`src/rtl/v_shift_round_sat_if.sv`:
```
// Chunk stream interface for the shift/round/saturate stage: per-vector shift controls,
// input chunk handshake and output chunk handshake with the running saturation count.
interface v_shift_round_sat_if #(
    parameter int InVecLength = 16,
    parameter int WorkingRegs = 4,
    parameter int NBits       = 8,
    parameter int OutBits     = 8,
    parameter int MaxShift    = 7
);
    localparam int SW   = $clog2(MaxShift + 1) + 1;
    localparam int CNTW = $clog2(InVecLength + 1);

    logic signed [SW-1:0]              shift_amt;
    logic                              round_en;
    logic                              in_valid;
    logic [WorkingRegs*NBits-1:0]      in_data;
    logic                              in_ready;
    logic                              out_valid;
    logic                              out_ready;
    logic [WorkingRegs*OutBits-1:0]    out_data;
    logic                              out_last;
    logic [CNTW-1:0]                   out_sat_count;

    modport master (
        output shift_amt, round_en, in_valid, in_data, out_ready,
        input  in_ready, out_valid, out_data, out_last, out_sat_count
    );

    modport slave (
        input  shift_amt, round_en, in_valid, in_data, out_ready,
        output in_ready, out_valid, out_data, out_last, out_sat_count
    );
endinterface

```
`src/rtl/v_shift_round_sat.sv`:
```
// Per-vector signed shift (round-half-up right / left) with per-lane saturation and sat counting.
// Latency 2 cycles; two-entry skid pipeline, in_ready combinational from out_ready only.
module v_shift_round_sat #(
    parameter int InVecLength = 16,
    parameter int WorkingRegs = 4,
    parameter int NBits       = 8,
    parameter int OutBits     = 8,
    parameter int MaxShift    = 7
) (
    input  logic              clk_in,
    input  logic              rst_in,
    v_shift_round_sat_if.slave io
);
    localparam int Chunks = InVecLength / WorkingRegs;
    localparam int SW     = $clog2(MaxShift + 1) + 1;
    localparam int LW     = NBits + MaxShift;
    localparam int CW     = (Chunks > 1) ? $clog2(Chunks) : 1;
    localparam int PW     = $clog2(WorkingRegs + 1);
    localparam int CNTW   = $clog2(InVecLength + 1);

    localparam logic [CW-1:0]        LastIdx = CW'(Chunks - 1);
    localparam logic signed [SW-1:0] KMax    = SW'(MaxShift);
    localparam logic signed [LW-1:0] SatMax  = LW'((1 << (OutBits - 1)) - 1);
    localparam logic signed [LW-1:0] SatMin  = ~SatMax;

    logic [CW-1:0]                    in_idx_q, in_idx_d;
    logic signed [SW-1:0]             k_q, k_d;
    logic                             rnd_q, rnd_d;
    logic                             s1_vld_q, s1_vld_d;
    logic                             s1_last_q, s1_last_d;
    logic signed [LW-1:0]             s1_lane_q [WorkingRegs];
    logic signed [LW-1:0]             s1_lane_d [WorkingRegs];
    logic                             s2_vld_q, s2_vld_d;
    logic                             s2_last_q, s2_last_d;
    logic [WorkingRegs*OutBits-1:0]   s2_dat_q, s2_dat_d;
    logic [PW-1:0]                    s2_pop_q, s2_pop_d;
    logic [CNTW-1:0]                  acc_q, acc_d;

    logic                             in_fire, out_fire, s1_load, s1_move, s2_load;
    logic                             chunk_first, chunk_last, rnd_cur;
    logic signed [SW-1:0]             k_clamp, k_cur;
    logic [SW-1:0]                    k_mag;
    logic [CNTW-1:0]                  out_count;
    logic signed [NBits-1:0]          lane_x;
    logic signed [NBits:0]            round_c, biased, rsh;

    assign io.in_ready      = ~rst_in & (~s1_vld_q | ~s2_vld_q | io.out_ready);
    assign io.out_valid     = s2_vld_q;
    assign io.out_data      = s2_dat_q;
    assign io.out_last      = s2_last_q;
    assign io.out_sat_count = out_count;

    always_comb begin : ctrl
        out_fire    = s2_vld_q & io.out_ready;
        s2_load     = ~s2_vld_q | io.out_ready;
        s1_move     = s1_vld_q & s2_load;
        s1_load     = ~s1_vld_q | s1_move;
        in_fire     = io.in_valid & io.in_ready;
        chunk_first = (in_idx_q == '0);
        chunk_last  = (in_idx_q == LastIdx);

        k_clamp = io.shift_amt;
        if (io.shift_amt > KMax) begin
            k_clamp = KMax;
        end else if (io.shift_amt < -KMax) begin
            k_clamp = -KMax;
        end
        // Chunk 0 uses the live controls; later chunks reuse what chunk 0 latched.
        k_cur   = chunk_first ? k_clamp : k_q;
        rnd_cur = chunk_first ? io.round_en : rnd_q;
        k_mag   = k_cur[SW-1] ? -k_cur : k_cur;

        in_idx_d = in_idx_q;
        k_d      = k_q;
        rnd_d    = rnd_q;
        if (in_fire) begin
            in_idx_d = chunk_last ? '0 : in_idx_q + CW'(1);
            if (chunk_first) begin
                k_d   = k_clamp;
                rnd_d = io.round_en;
            end
        end

        s1_vld_d  = s1_load ? io.in_valid : s1_vld_q;
        s1_last_d = chunk_last;
        s2_vld_d  = s2_load ? s1_vld_q : s2_vld_q;
        s2_last_d = s1_last_q;

        out_count = acc_q + CNTW'(s2_pop_q);
        acc_d     = acc_q;
        if (out_fire) begin
            acc_d = s2_last_q ? '0 : out_count;
        end
    end

    always_comb begin : shift_lanes
        lane_x  = '0;
        round_c = '0;
        biased  = '0;
        rsh     = '0;
        for (int i = 0; i < WorkingRegs; i++) begin
            lane_x  = $signed(io.in_data[i*NBits +: NBits]);
            round_c = '0;
            if (rnd_cur) begin
                round_c = (NBits + 1)'(1) << (k_mag - SW'(1));
            end
            biased = (NBits + 1)'(lane_x) + round_c;
            rsh    = biased >>> k_mag;
            if (k_cur > 0) begin
                s1_lane_d[i] = LW'(rsh);
            end else if (k_cur < 0) begin
                s1_lane_d[i] = LW'(lane_x) <<< k_mag;
            end else begin
                s1_lane_d[i] = LW'(lane_x);
            end
        end
    end

    always_comb begin : saturate
        s2_dat_d = '0;
        s2_pop_d = '0;
        for (int i = 0; i < WorkingRegs; i++) begin
            if (s1_lane_q[i] > SatMax) begin
                s2_dat_d[i*OutBits +: OutBits] = SatMax[OutBits-1:0];
                s2_pop_d = s2_pop_d + PW'(1);
            end else if (s1_lane_q[i] < SatMin) begin
                s2_dat_d[i*OutBits +: OutBits] = SatMin[OutBits-1:0];
                s2_pop_d = s2_pop_d + PW'(1);
            end else begin
                s2_dat_d[i*OutBits +: OutBits] = s1_lane_q[i][OutBits-1:0];
            end
        end
    end

    always_ff @(posedge clk_in) begin
        if (rst_in) begin
            in_idx_q  <= '0;
            k_q       <= '0;
            rnd_q     <= 1'b0;
            s1_vld_q  <= 1'b0;
            s1_last_q <= 1'b0;
            for (int i = 0; i < WorkingRegs; i++) begin
                s1_lane_q[i] <= '0;
            end
            s2_vld_q  <= 1'b0;
            s2_last_q <= 1'b0;
            s2_dat_q  <= '0;
            s2_pop_q  <= '0;
            acc_q     <= '0;
        end else begin
            in_idx_q <= in_idx_d;
            k_q      <= k_d;
            rnd_q    <= rnd_d;
            s1_vld_q <= s1_vld_d;
            s2_vld_q <= s2_vld_d;
            acc_q    <= acc_d;
            if (in_fire) begin
                s1_last_q <= s1_last_d;
                for (int i = 0; i < WorkingRegs; i++) begin
                    s1_lane_q[i] <= s1_lane_d[i];
                end
            end
            // Stage 2 payload only moves with a real chunk so held outputs stay stable.
            if (s1_move) begin
                s2_last_q <= s2_last_d;
                s2_dat_q  <= s2_dat_d;
                s2_pop_q  <= s2_pop_d;
            end
        end
    end
endmodule

```
`src/flat_wrapper.sv`:
```
// flat-port wrapper written by rule: the top's interface ports become plain ports
module v_shift_round_sat_flat 
#(
    parameter int InVecLength = 16,
    parameter int WorkingRegs = 4,
    parameter int NBits       = 8,
    parameter int OutBits     = 8,
    parameter int MaxShift    = 7
)
  (clk_in, rst_in, io_shift_amt, io_round_en, io_in_valid, io_in_data, io_out_ready, io_in_ready, io_out_valid, io_out_data, io_out_last, io_out_sat_count);
  v_shift_round_sat_if #(.InVecLength(InVecLength), .WorkingRegs(WorkingRegs), .NBits(NBits), .OutBits(OutBits), .MaxShift(MaxShift)) io_i ();
  input  logic clk_in;
  input  logic rst_in;
  input wire logic [$bits(io_i.shift_amt)-1:0] io_shift_amt;
  input wire logic [$bits(io_i.round_en)-1:0] io_round_en;
  input wire logic [$bits(io_i.in_valid)-1:0] io_in_valid;
  input wire logic [$bits(io_i.in_data)-1:0] io_in_data;
  input wire logic [$bits(io_i.out_ready)-1:0] io_out_ready;
  output wire logic [$bits(io_i.in_ready)-1:0] io_in_ready;
  output wire logic [$bits(io_i.out_valid)-1:0] io_out_valid;
  output wire logic [$bits(io_i.out_data)-1:0] io_out_data;
  output wire logic [$bits(io_i.out_last)-1:0] io_out_last;
  output wire logic [$bits(io_i.out_sat_count)-1:0] io_out_sat_count;
  assign io_i.shift_amt = io_shift_amt;
  assign io_i.round_en = io_round_en;
  assign io_i.in_valid = io_in_valid;
  assign io_i.in_data = io_in_data;
  assign io_i.out_ready = io_out_ready;
  assign io_in_ready = io_i.in_ready;
  assign io_out_valid = io_i.out_valid;
  assign io_out_data = io_i.out_data;
  assign io_out_last = io_i.out_last;
  assign io_out_sat_count = io_i.out_sat_count;
  v_shift_round_sat #(.InVecLength(InVecLength), .WorkingRegs(WorkingRegs), .NBits(NBits), .OutBits(OutBits), .MaxShift(MaxShift)) u_core (.clk_in(clk_in), .rst_in(rst_in), .io(io_i));
endmodule
```
`config.mk`:
```
export PLATFORM = sky130hd
export DESIGN_NAME = v_shift_round_sat_flat
export DESIGN_NICKNAME = d
export VERILOG_FILES = /design/src/rtl/v_shift_round_sat_if.sv /design/src/rtl/v_shift_round_sat.sv /design/src/flat_wrapper.sv
export SDC_FILE = /design/constraint.sdc
export NUM_CORES = 1
export LEC_CHECK = 0
export CAP_MARGIN = 15
export CORE_ASPECT_RATIO = 1.1
export CORE_MARGIN = 8
export CORE_UTILIZATION = 55
export CTS_CLUSTER_SIZE = 8
export DETAILED_ROUTE_END_ITERATION = 10
export PLACE_DENSITY_LB_ADDON = 0.12
export SYNTH_ARGS = -nofsm -noshare
export SYNTH_HDL_FRONTEND = slang
export SYNTH_SLANG_ARGS = --single-unit
```
`constraint.sdc`:
```
create_clock -name clk_in -period 8.75 [get_ports clk_in]
set_input_delay 1.3125 -clock clk_in [delete_from_list [all_inputs] [get_ports clk_in]]
set_output_delay 1.3125 -clock clk_in [all_outputs]
set_load 0.01 [all_outputs]
```
==> results of run 1 <==
[how the worst max path moves through the flow]
stage                                                end  slack [ns]  cells after the start
detailed placement  u_core.s1_lane_q[2][1]$_SDFFCE_PN0P_        1.53                     20
global placement    u_core.s1_lane_q[2][1]$_SDFFCE_PN0P_        1.60                     19
floorplan           u_core.s1_lane_q[2][1]$_SDFFCE_PN0P_        1.46                     26
finish              u_core.s1_lane_q[2][1]$_SDFFCE_PN0P_        1.75                     20
CTS                 u_core.s1_lane_q[2][1]$_SDFFCE_PN0P_        1.88                     20
global route        u_core.s1_lane_q[3][2]$_SDFFCE_PN0P_        1.38                     20
[cell type report]
| cell class | count | share of cell area (%) |
|---|---|---|
| clock buffer | 10 | 2.29 |
| clock inverter | 6 | 0.343 |
| inverter | 12 | 0.412 |
| multi-input combinational | 1016 | 59.5 |
| sequential | 111 | 25.8 |
| tap | 238 | 2.72 |
| timing repair buffer | 105 | 8.99 |
[Yosys cell counts (14+ instances only)]
| master | count | area share [%] |
|---|---|---|
| mux2i_1 | 51 | 5.3 |
| nor2_1 | 117 | 4.5 |
| o21ai_0 | 81 | 4.2 |
| dfxtp_1 | 51 | 11 |
| a22oi_1 | 17 | 1.3 |
| nand3_1 | 21 | 1.1 |
| xnor2_1 | 24 | 2.2 |
| nand2_1 | 165 | 6.4 |
| edfxtp_1 | 60 | 19 |
| xor2_1 | 14 | 1.3 |
| a21o_1 | 18 | 1.4 |
| clkbuf_1 | 61 | 2.4 |
| ha_1 | 42 | 5.4 |
| o22ai_1 | 14 | 0.90 |
| a211oi_1 | 17 | 1.3 |
| o211ai_1 | 40 | 3.1 |
| nor3_1 | 37 | 1.9 |
| a21oi_1 | 116 | 6.0 |
| a31oi_1 | 20 | 1.3 |
[through the flow]
| step | area (sq um) | utilization, % | hold slack, ns |
|---|---|---|---|
| 5_1_grt | 10900 | 62.6 | 0.469 |
| 4_1_cts | 10900 | 62.6 | 0.453 |
| 3_5_place_dp | 10700 | 60.9 | 0.443 |
| 3_3_place_gp | 10700 | 60.9 | 0.438 |
| 6_report | 10900 | 62.6 | 0.449 |
| 2_1_floorplan | 9690 | - | 0.432 |
[cells by family (layout without fill, tap and decap cells)]
logic type,Yosys count,after routing,synth area share [%]
adder cells (fa/ha/maj),43,43,5.63
flip-flops,111,111,29.1
AND/OR/NAND/NOR,426,426,19.9
buffers and inverters,99,133,4.07
XOR/XNOR,39,39,3.60
AO/OA/AOI/OAI,449,449,31.2
multiplexers,59,59,6.43
[sequential cells by signal (all words and copies together), names as in the netlist]
register and count:
u_core.rnd_q 1, u_core.s2_pop_q 3, u_core.io.out_valid 1, u_core.k_q 4
u_core.acc_q 5, u_core.s1_lane_q 60, u_core.io.out_last 1, u_core.io.out_data 32
u_core.s1_last_q 1, u_core.s1_vld_q 1, u_core.in_idx_q 2
[power groups by stage]
| stage | sequential (mW) | combinational [mW] | clock [mW] |
|---|---|---|---|
| 2_1_floorplan | 0.650 | 0.843 | 0 |
| 3_3_place_gp | 0.652 | 1.17 | 0 |
| 3_5_place_dp | 0.654 | 1.18 | 0 |
| 4_1_cts | 0.642 | 1.18 | 0.414 |
| 5_1_grt | 0.648 | 1.31 | 0.434 |
| 6_report | 0.642 | 1.22 | 0.409 |
[routing by layer]
layer | vias up | global-route usage, % | share of wire, %
li1 | 4710 | - | -
met1 | 4647 | 40.2 | 42
met2 | 606 | 44.4 | 44
met3 | 95 | 3.80 | 10
met4 | 0 | 13.5 | 4.5
met5 | - | 0 | 0
[worst register-to-register path: stages, from the launching register on]
cell      delay (ns)
dfxtp_1         0.33
inv_1           0.07
ha_1            0.55
nor3_1          0.20
a21oi_4         0.66
nor2_1          0.42
nor2_1          0.18
buf_4           0.21
nand2_1         0.21
a21oi_1         0.56
ha_1            0.42
nor2_1          0.15
nor3_1          0.09
o2111a_1        0.16
or2_1           0.24
o41a_1          0.44
xor2_1          0.40
a21oi_1         0.12
mux2_2          0.31
a21oi_1         0.17
==> impl_metrics.tcl, run 1 <==
set metrics [dict create \
    first_iter_violations 1192 \
    initial_core_util_pct 55.4 \
    crit_chain "clkdlybuf4s50_1 > o31ai_1 > ha_1 > nor3_1 > a21oi_4 > nor2_1 > nor2_1 > buf_4 > nand2_1 > a21oi_1 > ha_1 > nor2_1 > nor3_1 > o2111a_1 > or2_1 > o41a_1 > xor2_1 > a21oi_1 > mux2_2 > a21oi_1" \
    synth_edf_count 60 \
    place_ws_ns 1.53 \
    std_cell_rows 51 \
    outcome "finished clean" \
    drc_errors 0 \
    async_flop_share_pct 0 \
    ctsHoldBuffers 0 \
    fmax_mhz 143 \
    hp-class "register to register" \
    syn-mean-instance-area_sq_um 7.90 \
    maxSlewViolCount 0 \
    cts_tree "done" \
    drive_gt1_share_pct 6.75 \
    clockBufferDepth 2 \
    swShare_pct 44.9 \
    first_global_vias 9243 \
    synth_cells 1226 \
    slowest_delay_ns 0.76 \
    clk_latency_ns 0.35 \
    seq_area_sq_mm 0.00282 \
    critPathBufInv 2 \
    fin_cells 1498 \
    slew_headroom_pct 28.2 \
    cp_top_family "simple AND/OR/NAND/NOR gates" \
    vdd_drop_max_uv 120 \
    post-cts-setup-buffer-count 0 \
    worst_pin_slew_ns 1.07 \
    hold_viol 0 \
    fillers 1617 \
    grt_usage_pct 29.2 \
    holdCritStartpoint "u_core.io.out_data[4]$_SDFFE_PP0P_" \
    boundaryPins 81 \
    htreeDepth 3 \
    area_growth_pct 13.0 \
    finalWorstPathRequiredPeriod_ns 7.00 \
    cp-end-kind "register" \
    power.leakage_nw 4.15 \
    cts-root-buf "clkbuf_16" \
    rsz0062_at_grt "no" \
    grt_pass1_wl_mm 51.4 \
    r2r_cells 19 \
    overflow 0 \
    fp.dieH_um 155 \
    dp_hpwl_mm 23.8 \
    gp_congestion 0.985 \
    seqPwrFrac_pct 28.2 \
    cp_slowest_cell "nor2_1" \
    internal_power_mw 1.25 \
    crit_fanout 25 \
    synth_seq_cells 111 \
    cts.sinks 111 \
    drv_cap 0 \
    final_common_cell "nand2_1" \
    total_power_mw 2.27 \
    startpoint_type "input port" \
    grt_max_degree 62 \
    rr_endpoint "u_core.s1_lane_q[2][1]$_SDFFCE_PN0P_" \
    multi_input_area_sq_mm 0.00650 \
    die_area_sq_mm 0.0221 \
    ant_nets 0 \
    die_w_um 143 \
    critPathKind "input port to register" \
    synthesis.area_sq_mm 0.00969 \
    cts_made_buffers 9 \
    cts_repair_resize_count 0 \
    cp.arrival_ns 7.20 \
    reg2reg_slack_ns 2.72 \
    critPathLaunch "io_shift_amt[0]" \
    finalWorstSetupSlack_ns 1.75 \
    switching_power_mw 1.02 \
    final_cell_mix "nand2_1, a21oi_1, nor2_1" \
    clk_pin_slew_worst_paths_ns 0.08 \
    combinationalPowerShare_pct 53.8 \
    wl_per_cell_um 21.8 \
    synth_nets 1310 \
    timing.setup.tns_ns 0 \
    vias_per_cell 6.71 \
    core-area_sq_mm 0.0175 \
    cp.required_ns 8.94 \
    min_path_cells 2 \
    firstDrtPassIters 6 \
    vias 10100 \
    power_frac_clock_pct 18.0 \
    yosysUniqueCellTypes 83 \
    setup_viol 0 \
    antenna_found_initial 0 \
    dp.cells 1482 \
    final_nets 1339 \
    r2r_start "u_core.in_idx_q[0]$_SDFFE_PP0P_" \
    period_share_pct 80.0 \
    ys.flop_type "edfxtp_1" \
    hold_end "u_core.io.out_data[4]$_SDFFE_PP0P_" \
    power_density_mw_per_mm2 208 \
    ys_warn_count 0 \
    routed_wl_mm 32.6 \
    portBuffers 80 \
    finClkSkew_ns 0.0115 \
    ys_seq_area_share_pct 29.1 \
    diodes 0 \
]
No activity file was read; power rests on OpenSTA's default activity.
==> run 2, diff against run 1 <==
- CORE_UTILIZATION: 55 -> 54
- clock period: 8.75 -> 5.75 ns (I/O delays scaled with it)
==> run 2 against run 1 <==
  * Critical path depth increased by 3
  * Clock power increased by 57%
  * Clock skew increased by 0.0029 ns
  * Power increased by 57%
  * Utilization increased by 2.2 points
  * Worst setup slack got worse by 1.5 ns
  * Combinational power increased by 60%
  * Final area increased by 4.3%
  * Critical endpoint is now u_core.s1_lane_q[2][3]$_SDFFCE_PN0P_
==> impl_metrics.tcl, run 2 (synthesized netlist as in run 1, its figures left out) <==
set metrics [dict create \
    worst_pin_slew_ns 0.952 \
    cts_made_buffers 9 \
    fin_cells 1542 \
    fp.dieH_um 156 \
    clk_latency_ns 0.35 \
    placed_cell_area_sq_mm 0.0110 \
    hp-class "register to register" \
    first_global_vias 9429 \
    die_w_um 144 \
    slew_headroom_pct 36.3 \
    cp.required_ns 5.84 \
    overflow 0 \
    htreeDepth 3 \
    cp-end-kind "register" \
    std_cell_rows 51 \
    finalWorstPathRequiredPeriod_ns 5.53 \
    antenna_found_initial 0 \
    dp_hpwl_mm 24.6 \
    r2r_cells 20 \
    cts.sinks 111 \
    power.leakage_nw 4.39 \
    rr_endpoint "u_core.s1_lane_q[3][0]$_SDFFCE_PN0P_" \
    largest_register "u_core.s1_lane_q" \
    r2r_start "u_core.in_idx_q[0]$_SDFFE_PP0P_" \
    outcome "finished clean" \
    fin_hold_ws_ns 0.448 \
    ant_nets 0 \
    area_growth_pct 17.8 \
    clockBufferDepth 2 \
    firstDrtPassIters 6 \
    routed_wl_mm 32.5 \
    final_nets 1383 \
    hold_viol 0 \
    fmax_mhz 181 \
    final_common_cell "nand2_1" \
    vdd_drop_max_uv 143 \
    maxSlewViolCount 0 \
    portBuffers 80 \
    die_area_sq_mm 0.0225 \
    critPathKind "input port to register" \
    crit_fanout 6 \
    grt_usage_pct 28.8 \
    crit_path_end "u_core.s1_lane_q[2][3]$_SDFFCE_PN0P_" \
    design_area_sq_mm 0.0114 \
    grt_pass1_wl_mm 51.0 \
    first_iter_violations 1021 \
    final_cell_mix "nand2_1, nor2_1, a21oi_1" \
    clk_pin_slew_worst_paths_ns 0.07 \
    cts-root-buf "clkbuf_16" \
    diodes 0 \
    total_power_mw 3.57 \
    final_util_pct 64.8 \
    vias_per_cell 6.58 \
    largest_reg_flops 60 \
    period_share_pct 96.1 \
    reg2reg_slack_ns 0.66 \
    drive_gt1_share_pct 11.3 \
    cp.arrival_ns 5.62 \
    vias 10200 \
    drv_cap 0 \
    critPathLaunch "io_shift_amt[0]" \
    gp_congestion 1.00 \
    ctsHoldBuffers 0 \
    drc_errors 0 \
    boundaryPins 81 \
    seq_area_sq_mm 0.00282 \
    initial_core_util_pct 55.0 \
    core-area_sq_mm 0.0176 \
    power_density_mw_per_mm2 313 \
    grt_max_degree 58 \
    multi_input_area_sq_mm 0.00662 \
    finalWorstSetupSlack_ns 0.222 \
    cts_tree "done" \
    wl_per_cell_um 21.1 \
    startpoint_type "input port" \
    dp.cells 1524 \
    fillers 1594 \
    setup_viol 0 \
    finClkSkew_ns 0.0143 \
    place_ws_ns -0.136 \
    timing.setup.tns_ns 0 \
]
==> run 2: cell types whose count changed in the layout (fill, tap and decap cells not counted), sizes merged <==
cell and change:
inv -1, clkbuf -1, clkinvlp +1, buf +44, bufinv +1
==> run 2: worst max-delay path, stage by stage <==
cell	delay, ns
clkdlybuf4s50_1	0.44
o31ai_1	0.29
ha_1	0.33
nor3b_4	0.25
nor2_4	0.05
inv_2	0.09
ha_4	0.21
nor3_2	0.21
a21o_1	0.13
nand2_1	0.08
buf_4	0.20
nor3_2	0.22
buf_4	0.20
ha_1	0.24
nand2_1	0.09
nor3_1	0.07
o2111a_1	0.16
or2_1	0.25
o41a_1	0.44
xor2_2	0.21
a31oi_1	0.21
o211ai_1	0.15
and3_1	0.26
==> run 2: what timing repair did <==
action	CTS	global route
resized for setup	0	8
endpoints found under the setup margin	0	14
buffers inserted	0	1
==> run 2: layer usage <==
layer  GRT usage, %  up-vias  part of all wire (%)
met3           4.45       94                    10
li1               -     4799                     -
met2           45.1      547                    44
met1           38.1     4711                    42
met5              0        -                     0
met4           13.5        0                   4.2
==> run 2: layout make-up <==
class	count	share of cell area [%]
Multi-Input combinational cell	1016	58.0
Sequential cell	111	24.7
Timing Repair Buffer	149	11.6
Tap cell	238	2.61
Clock buffer	9	1.97
Clock inverter	7	0.702
Inverter	12	0.395
==> run 2: worst min path at each step <==
stage | cells after the start | from | slack, ns | end
after CTS | 2 | u_core.io.out_data[3]$_SDFFE_PP0P_ | 0.45 | u_core.io.out_data[3]$_SDFFE_PP0P_
after global routing | 2 | u_core.io.out_data[18]$_SDFFE_PP0P_ | 0.47 | u_core.io.out_data[18]$_SDFFE_PP0P_
final | 2 | u_core.io.out_data[3]$_SDFFE_PP0P_ | 0.45 | u_core.io.out_data[3]$_SDFFE_PP0P_
after detailed placement | 2 | u_core.io.out_data[8]$_SDFFE_PP0P_ | 0.44 | u_core.io.out_data[8]$_SDFFE_PP0P_
after floorplan | 2 | u_core.s1_last_q$_SDFFE_PP0P_ | 0.43 | u_core.io.out_last$_SDFFE_PP0P_
after global placement | 2 | u_core.io.out_data[3]$_SDFFE_PP0P_ | 0.44 | u_core.io.out_data[3]$_SDFFE_PP0P_
==> run 2: power by group <==
group	switching [mW]	internal, mW
Clock	0.299	0.344
Sequential	0.0447	0.934
Combinational	1.23	0.721
Total	1.57	2.00
